`config.mk`:
```
export PLATFORM = sky130hd
export DESIGN_NAME = timer_clk_ctrl
export DESIGN_NICKNAME = d
export VERILOG_FILES = /design/src/rtl/timer_pkg.sv /design/src/rtl/timer_prescaler.sv /design/src/rtl/timer_clk_ctrl.sv
export SDC_FILE = /design/constraint.sdc
export NUM_CORES = 1
export LEC_CHECK = 0
export BUFFER_PORTS_ARGS = -buffer_cell sky130_fd_sc_hd__buf_2
export CAP_MARGIN = 20
export CELL_PAD_IN_SITES_DETAIL_PLACEMENT = 0
export CELL_PAD_IN_SITES_GLOBAL_PLACEMENT = 1
export CORE_MARGIN = 4
export CORE_UTILIZATION = 43
export DETAILED_ROUTE_END_ITERATION = 12
export PLACE_DENSITY_LB_ADDON = 0.1
export SLEW_MARGIN = 5
export SYNTH_ARGS = -nofsm -noshare
export SYNTH_HDL_FRONTEND = slang
export SYNTH_SLANG_ARGS = --single-unit
```
`constraint.sdc`:
```
create_clock -name pclk -period 6.1 [get_ports pclk]
set_input_delay 1.22 -clock pclk [delete_from_list [all_inputs] [get_ports pclk]]
set_output_delay 1.22 -clock pclk [all_outputs]
set_load 0.05 [all_outputs]
```
`src/rtl/timer_pkg.sv`:
```
// Shared encodings for the 8-bit timer clock controller: FSM states and clock-select codes.
package timer_pkg;

  localparam logic [1:0] ST_IDLE   = 2'd0;
  localparam logic [1:0] ST_RUN    = 2'd1;
  localparam logic [1:0] ST_SWITCH = 2'd2;

  typedef enum logic [1:0] {
    StIdle   = ST_IDLE,
    StRun    = ST_RUN,
    StSwitch = ST_SWITCH
  } state_e;

  localparam logic [1:0] CKS_DIV2  = 2'd0;
  localparam logic [1:0] CKS_DIV4  = 2'd1;
  localparam logic [1:0] CKS_DIV8  = 2'd2;
  localparam logic [1:0] CKS_DIV16 = 2'd3;

endpackage

```
`src/rtl/timer_prescaler.sv`:
```
// Free-running prescaler counter; flags the cycle in which the selected divide boundary is reached.
module timer_prescaler #(
  parameter int unsigned PRE_W = 4,
  parameter int unsigned SEL_W = 2
) (
  input  logic             pclk,
  input  logic             preset,
  input  logic             clr,
  input  logic             cnt_en,
  input  logic [SEL_W-1:0] sel,
  output logic             due
);

  logic [PRE_W-1:0] pre_cnt;
  logic [PRE_W-1:0] mask;

  always_ff @(posedge pclk) begin
    if (preset || clr) begin
      pre_cnt <= '0;
    end else if (cnt_en) begin
      pre_cnt <= pre_cnt + 1'b1;
    end
  end

  // Low sel+1 bits all ones marks the last cycle of a 2^(sel+1) period.
  always_comb begin
    mask = '0;
    for (int unsigned i = 0; i < PRE_W; i++) begin
      mask[i] = (i <= 32'(sel));
    end
  end

  assign due = cnt_en && ((pre_cnt & mask) == mask);

endmodule

```
`src/rtl/timer_clk_ctrl.sv`:
```
// Timer prescaler/clock-select controller: start/stop sequencing and boundary-aligned select changes.
module timer_clk_ctrl
  import timer_pkg::*;
#(
  parameter int unsigned PRE_W = 4,
  parameter int unsigned SEL_W = 2
) (
  input  logic             pclk,
  input  logic             preset,
  input  logic             en_i,
  input  logic [SEL_W-1:0] cks_i,
  input  logic             cks_wr_i,
  output logic             tick_o,
  output logic [SEL_W-1:0] cks_o,
  output logic             cks_ack_o,
  output logic             busy_o
);

  state_e           state_q, state_d;
  logic [SEL_W-1:0] pend_sel_q, pend_sel_d;
  logic [SEL_W-1:0] cks_q, cks_d;
  logic             tick_q, tick_d;
  logic             ack_q, ack_d;
  logic             clr, cnt_en, due;

  timer_prescaler #(
    .PRE_W(PRE_W),
    .SEL_W(SEL_W)
  ) u_pre (
    .pclk  (pclk),
    .preset(preset),
    .clr   (clr),
    .cnt_en(cnt_en),
    .sel   (cks_q),
    .due   (due)
  );

  always_comb begin
    state_d    = state_q;
    pend_sel_d = pend_sel_q;
    cks_d      = cks_q;
    tick_d     = 1'b0;
    ack_d      = 1'b0;
    clr        = 1'b0;
    cnt_en     = (state_q != StIdle);
    unique case (state_q)
      StIdle: begin
        clr = 1'b1;
        if (cks_wr_i) begin
          cks_d = cks_i;
          ack_d = 1'b1;
        end
        if (en_i) state_d = StRun;
      end
      StRun: begin
        if (!en_i) begin
          // Stop wins over a simultaneous request, which is then applied directly.
          clr     = 1'b1;
          state_d = StIdle;
          if (cks_wr_i) begin
            cks_d = cks_i;
            ack_d = 1'b1;
          end
        end else begin
          tick_d = due;
          if (cks_wr_i) begin
            pend_sel_d = cks_i;
            state_d    = StSwitch;
          end
        end
      end
      StSwitch: begin
        if (!en_i) begin
          clr     = 1'b1;
          state_d = StIdle;
          cks_d   = cks_wr_i ? cks_i : pend_sel_q;
          ack_d   = 1'b1;
        end else begin
          tick_d = due;
          if (cks_wr_i) begin
            // A late request restarts the wait; the boundary tick still goes out at the old rate.
            pend_sel_d = cks_i;
          end else if (due) begin
            cks_d   = pend_sel_q;
            clr     = 1'b1;
            ack_d   = 1'b1;
            state_d = StRun;
          end
        end
      end
      default: begin
        clr     = 1'b1;
        state_d = StIdle;
      end
    endcase
  end

  always_ff @(posedge pclk) begin
    if (preset) begin
      state_q    <= StIdle;
      pend_sel_q <= SEL_W'(CKS_DIV2);
      cks_q      <= SEL_W'(CKS_DIV2);
      tick_q     <= 1'b0;
      ack_q      <= 1'b0;
    end else begin
      state_q    <= state_d;
      pend_sel_q <= pend_sel_d;
      cks_q      <= cks_d;
      tick_q     <= tick_d;
      ack_q      <= ack_d;
    end
  end

  assign tick_o    = tick_q;
  assign cks_o     = cks_q;
  assign cks_ack_o = ack_q;
  assign busy_o    = (state_q == StSwitch);

endmodule

```
==> flow_metrics.env, run 1 <==
export IMPL_outcome="finished clean"
export IMPL_vias=552
export IMPL_synth_area_um2=683
export IMPL_drv_cap=0
export IMPL_clock_skew_ps=2.92
export IMPL_fin_setup_tns_ps=0
export IMPL_io_buffers=10
export IMPL_layout_cells_non_filler=102
export IMPL_grt_usage_pct=13.2
export IMPL_numCtsBuffers=3
export IMPL_critical_path_class="reg -> out"
export IMPL_pin_count=11
export IMPL_synth_cell_types=28
export IMPL_relSlewSlack_pct=73.4
export IMPL_gp_congestion=0.734
export IMPL_yosys_area_top_type_share_pct=35.2
export IMPL_cts_setup_buffers=0
export IMPL_initial_core_util_pct=45.3
export IMPL_synth_edff_count=0
export IMPL_irDropWorstVdd_uv=119
export IMPL_postCtsHoldBufs=0
export IMPL_wirelength_um=1300
export IMPL_rows=14
export IMPL_async_flop_share_pct=0
export IMPL_grt_pass1_wl_um=2120
export IMPL_wl_per_cell_um=12.7
export IMPL_finalSetupViolCount=0
export IMPL_r2r_end="state_q[1]"
export IMPL_cp_start_kind="flip-flop"
export IMPL_hp_start="u_pre.pre_cnt[3]"
export IMPL_critical_path_arrival_ps=1320
export IMPL_grt_antenna_before_repair=0
export IMPL_synth_area_leaders="dfxtp_1 35%, ha_1 9.2%, mux2i_1 8.8%, o21ai_0 5.9%, a21oi_1 5.1%"
export IMPL_synth_cells=76
export IMPL_htreeDepth=1
export IMPL_clk_pin_slew_worst_paths_ps=70
export IMPL_fmax_ghz=0.393
export IMPL_dr_pass1_iters=4
export IMPL_timing_rr_start="state_q[0]"
export IMPL_met2_usage_pct=19.0
export IMPL_grt_use_met1_pct=18.0
export IMPL_slew_viol_final=0
export IMPL_grt_max_degree=11
export IMPL_die_area_um2=2290
export IMPL_dr_first_iter_drc_count=3
export IMPL_clkSinkCount=12
export IMPL_grt_use_met3_pct=3.38
export IMPL_clock_latency_ps=260
export IMPL_die_h_um=47.9
export IMPL_r2r_setup_slack_ps=3770
export IMPL_yosysWarnings=0
export IMPL_dp_hpwl_um=1010
export IMPL_cts_tree="done"
export IMPL_layout_nets=99
export IMPL_endpoint_kind="output pin"
export IMPL_hp_class="reg -> reg"
export IMPL_crit_path_max_fanout=6
export IMPL_synth_seq_cells=12
export IMPL_rsz0062_at_grt="false"
export IMPL_synth_nets=87
export IMPL_power_density_nw_per_um2=227
export IMPL_period_share_pct=41.7
export IMPL_yosys_most_used_dff="dfxtp_1"
export IMPL_grt_overflow=0
export IMPL_reg2reg_depth=7
export IMPL_worstHoldPathCells=2
export IMPL_cp_required_ps=4880
export IMPL_min_to="u_pre.pre_cnt[3]"
export IMPL_drive_above_1_share_pct=22.1
export IMPL_finalHoldViolations=0
export IMPL_drtAntennaViolNets=0
export IMPL_via_per_inst=5.41
export IMPL_core_area_um2=1510
export IMPL_area_growth_pct=10.8
export IMPL_leakagePower_nw=0.346
export IMPL_drc=0
export IMPL_cts_path_max_buffers=2
export IMPL_syn_avg_cell_area_um2=8.99
export IMPL_tightest_slew_ps=395
export IMPL_fp_dieW_um=47.9
export IMPL_place_area_um2=734
export IMPL_yosysTopAreaCell="dfxtp_1"
export IMPL_final_cell_area_um2=757
export IMPL_grt_pass1_vias=479
export IMPL_num_antenna_cells=0
export IMPL_ys_seq_area_share_pct=35.2
export IMPL_ctsResizeCount=0
export IMPL_busiest_layer="met2"
export IMPL_layout_min_cycle_time_ps=2540
export IMPL_dp_cells=99
export IMPL_holdWs_ps=488
export IMPL_root_buffer="clkbuf_4"
-- layout make-up --
cell class	instances	area [um^2]
fill	157	749
multi-input combinational	57	409
sequential	12	240
timing repair buffer	10	50.0
clock buffer	3	22.5
tap	16	20.0
inverter	4	15.0
-- state kept, by name, summed over array words and instances, names as in the netlist --
name	flops
cks_ack_o	1
u_pre.pre_cnt	4
cks_o	2
tick_o	1
pend_sel_q	2
state_q	2
-- worst max path at each step --
stage                      end       start  cells past startpoint
floorplan           state_q[0]    cks_wr_i                      4
global placement    state_q[0]    cks_wr_i                      5
CTS                     busy_o  state_q[0]                      3
finish                  busy_o  state_q[0]                      3
detailed placement  state_q[0]    cks_wr_i                      5
global route            busy_o  state_q[0]                      3
-- routing by layer --
layer	share of wire, %	vias up
met2	45	10
met5	0	-
met1	49	249
li1	-	289
met3	3.6	4
met4	2.5	0
-- where the power goes --
part | internal [W] | leakage, nW | switching, W | total [W]
registers | 0.0000822 | 0.0976 | 0.00000334 | 0.0000855
logic | 0.0000153 | 0.234 | 0.0000251 | 0.0000404
clock network | 0.0000228 | 0.0138 | 0.0000231 | 0.0000459
-- synthesized netlist by cell type, types with 2 or more instances --
master,count
nor2_1,6
a21boi_0,2
nand2_1,5
o21ai_0,8
a21oi_1,7
ha_1,5
inv_1,4
or3_2,2
dfxtp_1,12
mux2i_1,6
or4_1,2
-- per-stage QoR --
stage	total power [W]	utilization [%]	worst slack, ps
2_1_floorplan	0.000120	-	3570
3_3_place_gp	0.000127	48.8	3420
3_5_place_dp	0.000128	48.8	3390
4_1_cts	0.000175	50.2	3550
5_1_grt	0.000183	50.2	3470
6_report	0.000172	50.2	3560
-- layout by cell type, fill, tap and decap left out, types with 2 or more instances in the layout --
cell / n
ha_1: 5
or4_1: 2
a21oi_1: 7
nor2_1: 6
nand2_1: 5
buf_2: 10
inv_1: 4
mux2i_1: 6
a21boi_0: 2
clkbuf_4: 3
dfxtp_1: 12
or3_2: 2
o21ai_0: 8
-- kinds of logic after synthesis --
kind of cell,Yosys count,synth area share (%)
xor gates and xnor gates,2,2.56
adders and majority gates,5,9.16
and+or+nand+nor,24,20.9
muxes,6,8.79
DFF,12,35.2
buffers and inverters,7,4.94
AOI/OAI and AO/OA,20,18.5
-- critical path: stages (launching register included) --
cell and delay [ps]:
dfxtp_1 360, inv_1 90, ha_1 290, buf_2 310
No activity file was read; power rests on OpenSTA's default activity.
==> run 2: changes to the inputs <==
--- a/config.mk
+++ b/config.mk
@@ -5,12 +5,13 @@
 export SDC_FILE = /design/constraint.sdc
 export NUM_CORES = 1
 export LEC_CHECK = 0
+export ABC_AREA = 1
 export BUFFER_PORTS_ARGS = -buffer_cell sky130_fd_sc_hd__buf_2
 export CAP_MARGIN = 20
 export CELL_PAD_IN_SITES_DETAIL_PLACEMENT = 0
 export CELL_PAD_IN_SITES_GLOBAL_PLACEMENT = 1
 export CORE_MARGIN = 4
-export CORE_UTILIZATION = 43
+export CORE_UTILIZATION = 34
 export DETAILED_ROUTE_END_ITERATION = 12
 export PLACE_DENSITY_LB_ADDON = 0.1
 export SLEW_MARGIN = 5
==> constraint.sdc (replaced) <==
create_clock -name pclk -period 2.1 [get_ports pclk]
set_input_delay 0.42 -clock pclk [delete_from_list [all_inputs] [get_ports pclk]]
set_output_delay 0.42 -clock pclk [all_outputs]
set_load 0.05 [all_outputs]
==> flow_metrics.env, run 2 <==
export IMPL_irDropWorstVdd_uv=592
export IMPL_rows=16
export IMPL_layout_cells_non_filler=149
export IMPL_multi_input_area_um2=439
export IMPL_fill_cells=236
export IMPL_critical_path_class="reg -> out"
export IMPL_async_flop_share_pct=0
export IMPL_seq_area_um2=240
export IMPL_leakagePower_nw=0.411
export IMPL_drv_cap=0
export IMPL_yosys_area_top_type_share_pct=32.3
export IMPL_dp_cells=146
export IMPL_dp_hpwl_um=1330
export IMPL_slowest_delay_ps=350
export IMPL_hp_class="in -> reg"
export IMPL_synth_seq_cells=12
export IMPL_cp_required_ps=1680
export IMPL_timing_rr_start="state_q[0]"
export IMPL_clock_latency_ps=270
export IMPL_numCtsBuffers=3
export IMPL_grt_usage_pct=12.9
export IMPL_rsz0062_at_grt="false"
export IMPL_htreeDepth=1
export IMPL_clkSinkCount=12
export IMPL_cts_setup_buffers=0
export IMPL_yosys_most_used_dff="dfxtp_1"
export IMPL_syn_avg_cell_area_um2=6.76
export IMPL_die_h_um=54.8
export IMPL_yosysWarnings=0
export IMPL_drive_above_1_share_pct=20.5
export IMPL_dr_first_iter_drc_count=14
export IMPL_fmax_ghz=0.576
export IMPL_synth_most_common_cell="nand2_1"
export IMPL_area_growth_pct=12.8
export IMPL_synth_cell_types=19
export IMPL_clk_pin_slew_worst_paths_ps=80
export IMPL_layout_commonest_cell="nand2_1"
export IMPL_wl_per_cell_um=11.0
export IMPL_top_register="u_pre.pre_cnt"
export IMPL_period_share_pct=82.7
export IMPL_power_density_nw_per_um2=1210
export IMPL_cp_start_kind="flip-flop"
export IMPL_crit_buf_inv=2
export IMPL_synth_cells=110
export IMPL_layout_min_cycle_time_ps=1740
export IMPL_num_antenna_cells=0
export IMPL_synth_common_cells="27 x nand2_1, 12 x dfxtp_1, 12 x inv_1, 12 x nand3_1, 12 x nor2_1"
export IMPL_dr_pass1_iters=4
export IMPL_ys_seq_area_share_pct=32.3
export IMPL_grt_pass1_wl_um=2780
export IMPL_r2r_end="state_q[0]"
export IMPL_postCtsHoldBufs=0
export IMPL_r2r_setup_slack_ps=540
export IMPL_cts_tree="done"
export IMPL_gp_congestion=0.831
export IMPL_layout_nets=135
export IMPL_drc=0
export IMPL_fp_dieW_um=54.8
export IMPL_grt_overflow=0
export IMPL_pin_count=11
export IMPL_finalHoldViolations=0
export IMPL_drtAntennaViolNets=0
export IMPL_yosysTopAreaCell="dfxtp_1"
export IMPL_cp_startpoint="state_q[0]"
export IMPL_endpoint_kind="output pin"
export IMPL_wirelength_um=1640
export IMPL_final_cell_area_um2=838
export IMPL_ctsResizeCount=0
export IMPL_synth_nets=121
export IMPL_via_per_inst=4.70
export IMPL_crit_path_end="busy_o"
export IMPL_tightest_slew_ps=294
export IMPL_vias=701
export IMPL_outcome="finished clean"
export IMPL_critical_path_arrival_ps=1320
export IMPL_io_buffers=10
export IMPL_slew_viol_final=0
export IMPL_path_cells="inv_1, ha_1, buf_2"
export IMPL_crit_path_max_fanout=5
export IMPL_final_cell_mix="27 x nand2_1, 12 x inv_1, 12 x nand3_1, 12 x nor2_1, 12 x dfxtp_1"
export IMPL_initial_core_util_pct=36.8
export IMPL_grt_antenna_before_repair=0
export IMPL_clock_skew_ps=6.82
export IMPL_place_area_um2=816
export IMPL_synth_area_leaders="dfxtp_1 32%, nand2_1 14%, ha_1 8.4%, nand3_1 8.1%, inv_1 6.1%"
export IMPL_largest_register_ffs=4
export IMPL_worst_path_stages=3
export IMPL_grt_pass1_vias=685
export IMPL_critical_path_slowest_cell="dfxtp_1"
export IMPL_synth_edff_count=0
export IMPL_grt_max_degree=10
export IMPL_synth_area_um2=743
export IMPL_fin_setup_tns_ps=0
export IMPL_cts_path_max_buffers=2
export IMPL_core_area_um2=2020
export IMPL_reg2reg_depth=10
export IMPL_root_buffer="clkbuf_4"
export IMPL_relSlewSlack_pct=80.3
export IMPL_finalSetupViolCount=0
export IMPL_path_delay_family="buffers and inverters"
export IMPL_die_area_um2=3000
==> run 2: changes by cell type in the layout (fill, tap and decap cells not counted), moves of 3 or more <==
| cell | delta |
|---|---|
| o21ai_0 | -4 |
| inv_1 | +8 |
| nor2_2 | +3 |
| nor2_1 | +6 |
| mux2i_1 | -6 |
| nand2_1 | +22 |
| nand3_1 | +11 |
==> run 2: how the worst min path moves through the flow <==
stage,start,end,slack (ps),cells after the start
3_5_place_dp,u_pre.pre_cnt[2],u_pre.pre_cnt[2],470,2
5_1_grt,preset,tick_o,330,2
2_1_floorplan,u_pre.pre_cnt[2],u_pre.pre_cnt[2],450,2
4_1_cts,preset,tick_o,310,2
6_report,preset,tick_o,310,2
3_3_place_gp,u_pre.pre_cnt[2],u_pre.pre_cnt[2],470,2
==> run 2: worst reg2reg max path, cell delays in order, from the launching register on <==
cell	delay (ps)
dfxtp_1	400
inv_1	90
ha_1	250
inv_2	110
nand2_2	80
a21oi_2	140
nand2_2	100
nand2_4	100
nand3_1	80
nand2_1	70
nor2_1	40
==> run 2: per-layer routing <==
layer	up-vias	global-route usage (%)	part of all wire [%]
met1	306	15.1	48
met3	2	4.90	5.7
li1	376	-	-
met5	-	0	0
met2	17	22.2	45
met4	0	2.49	0.55
==> run 2: cell type report <==
| class | instances | area share, % |
|---|---|---|
| inverter | 14 | 6.27 |
| multi-input combinational | 83 | 52.4 |
| timing repair buffer | 10 | 5.97 |
| sequential | 12 | 28.7 |
| tap | 27 | 4.03 |
| clock buffer | 3 | 2.69 |
==> run 2: power breakdown <==
group	internal [W]	switching, W
clock	0.0000663	0.0000736
sequential	0.000287	0.0000528
combinational	0.000170	0.000367
total	0.000523	0.000493
==> run 2: metrics by stage <==
| stage | hold slack (ps) | setup slack (ps) | util (%) | power, W |
|---|---|---|---|---|
| finish | 314 | 363 | 41.5 | 0.00102 |
| global route | 327 | 255 | 41.5 | 0.00111 |
| CTS | 314 | 329 | 41.5 | 0.00103 |
| detailed placement | 470 | 539 | 40.3 | 0.000885 |
| global placement | 470 | 541 | 40.3 | 0.000884 |
| floorplan | 452 | 435 | - | 0.000771 |
==> run 2: cell families after synthesis <==
kind of cell	count (synthesis)	share of synthesized area [%]
xor+xnor	1	1.18
compound gates	15	10.9
fa+ha+maj	5	8.42
simple gates	62	38.6
flops	12	32.3
buf+inv	15	8.59
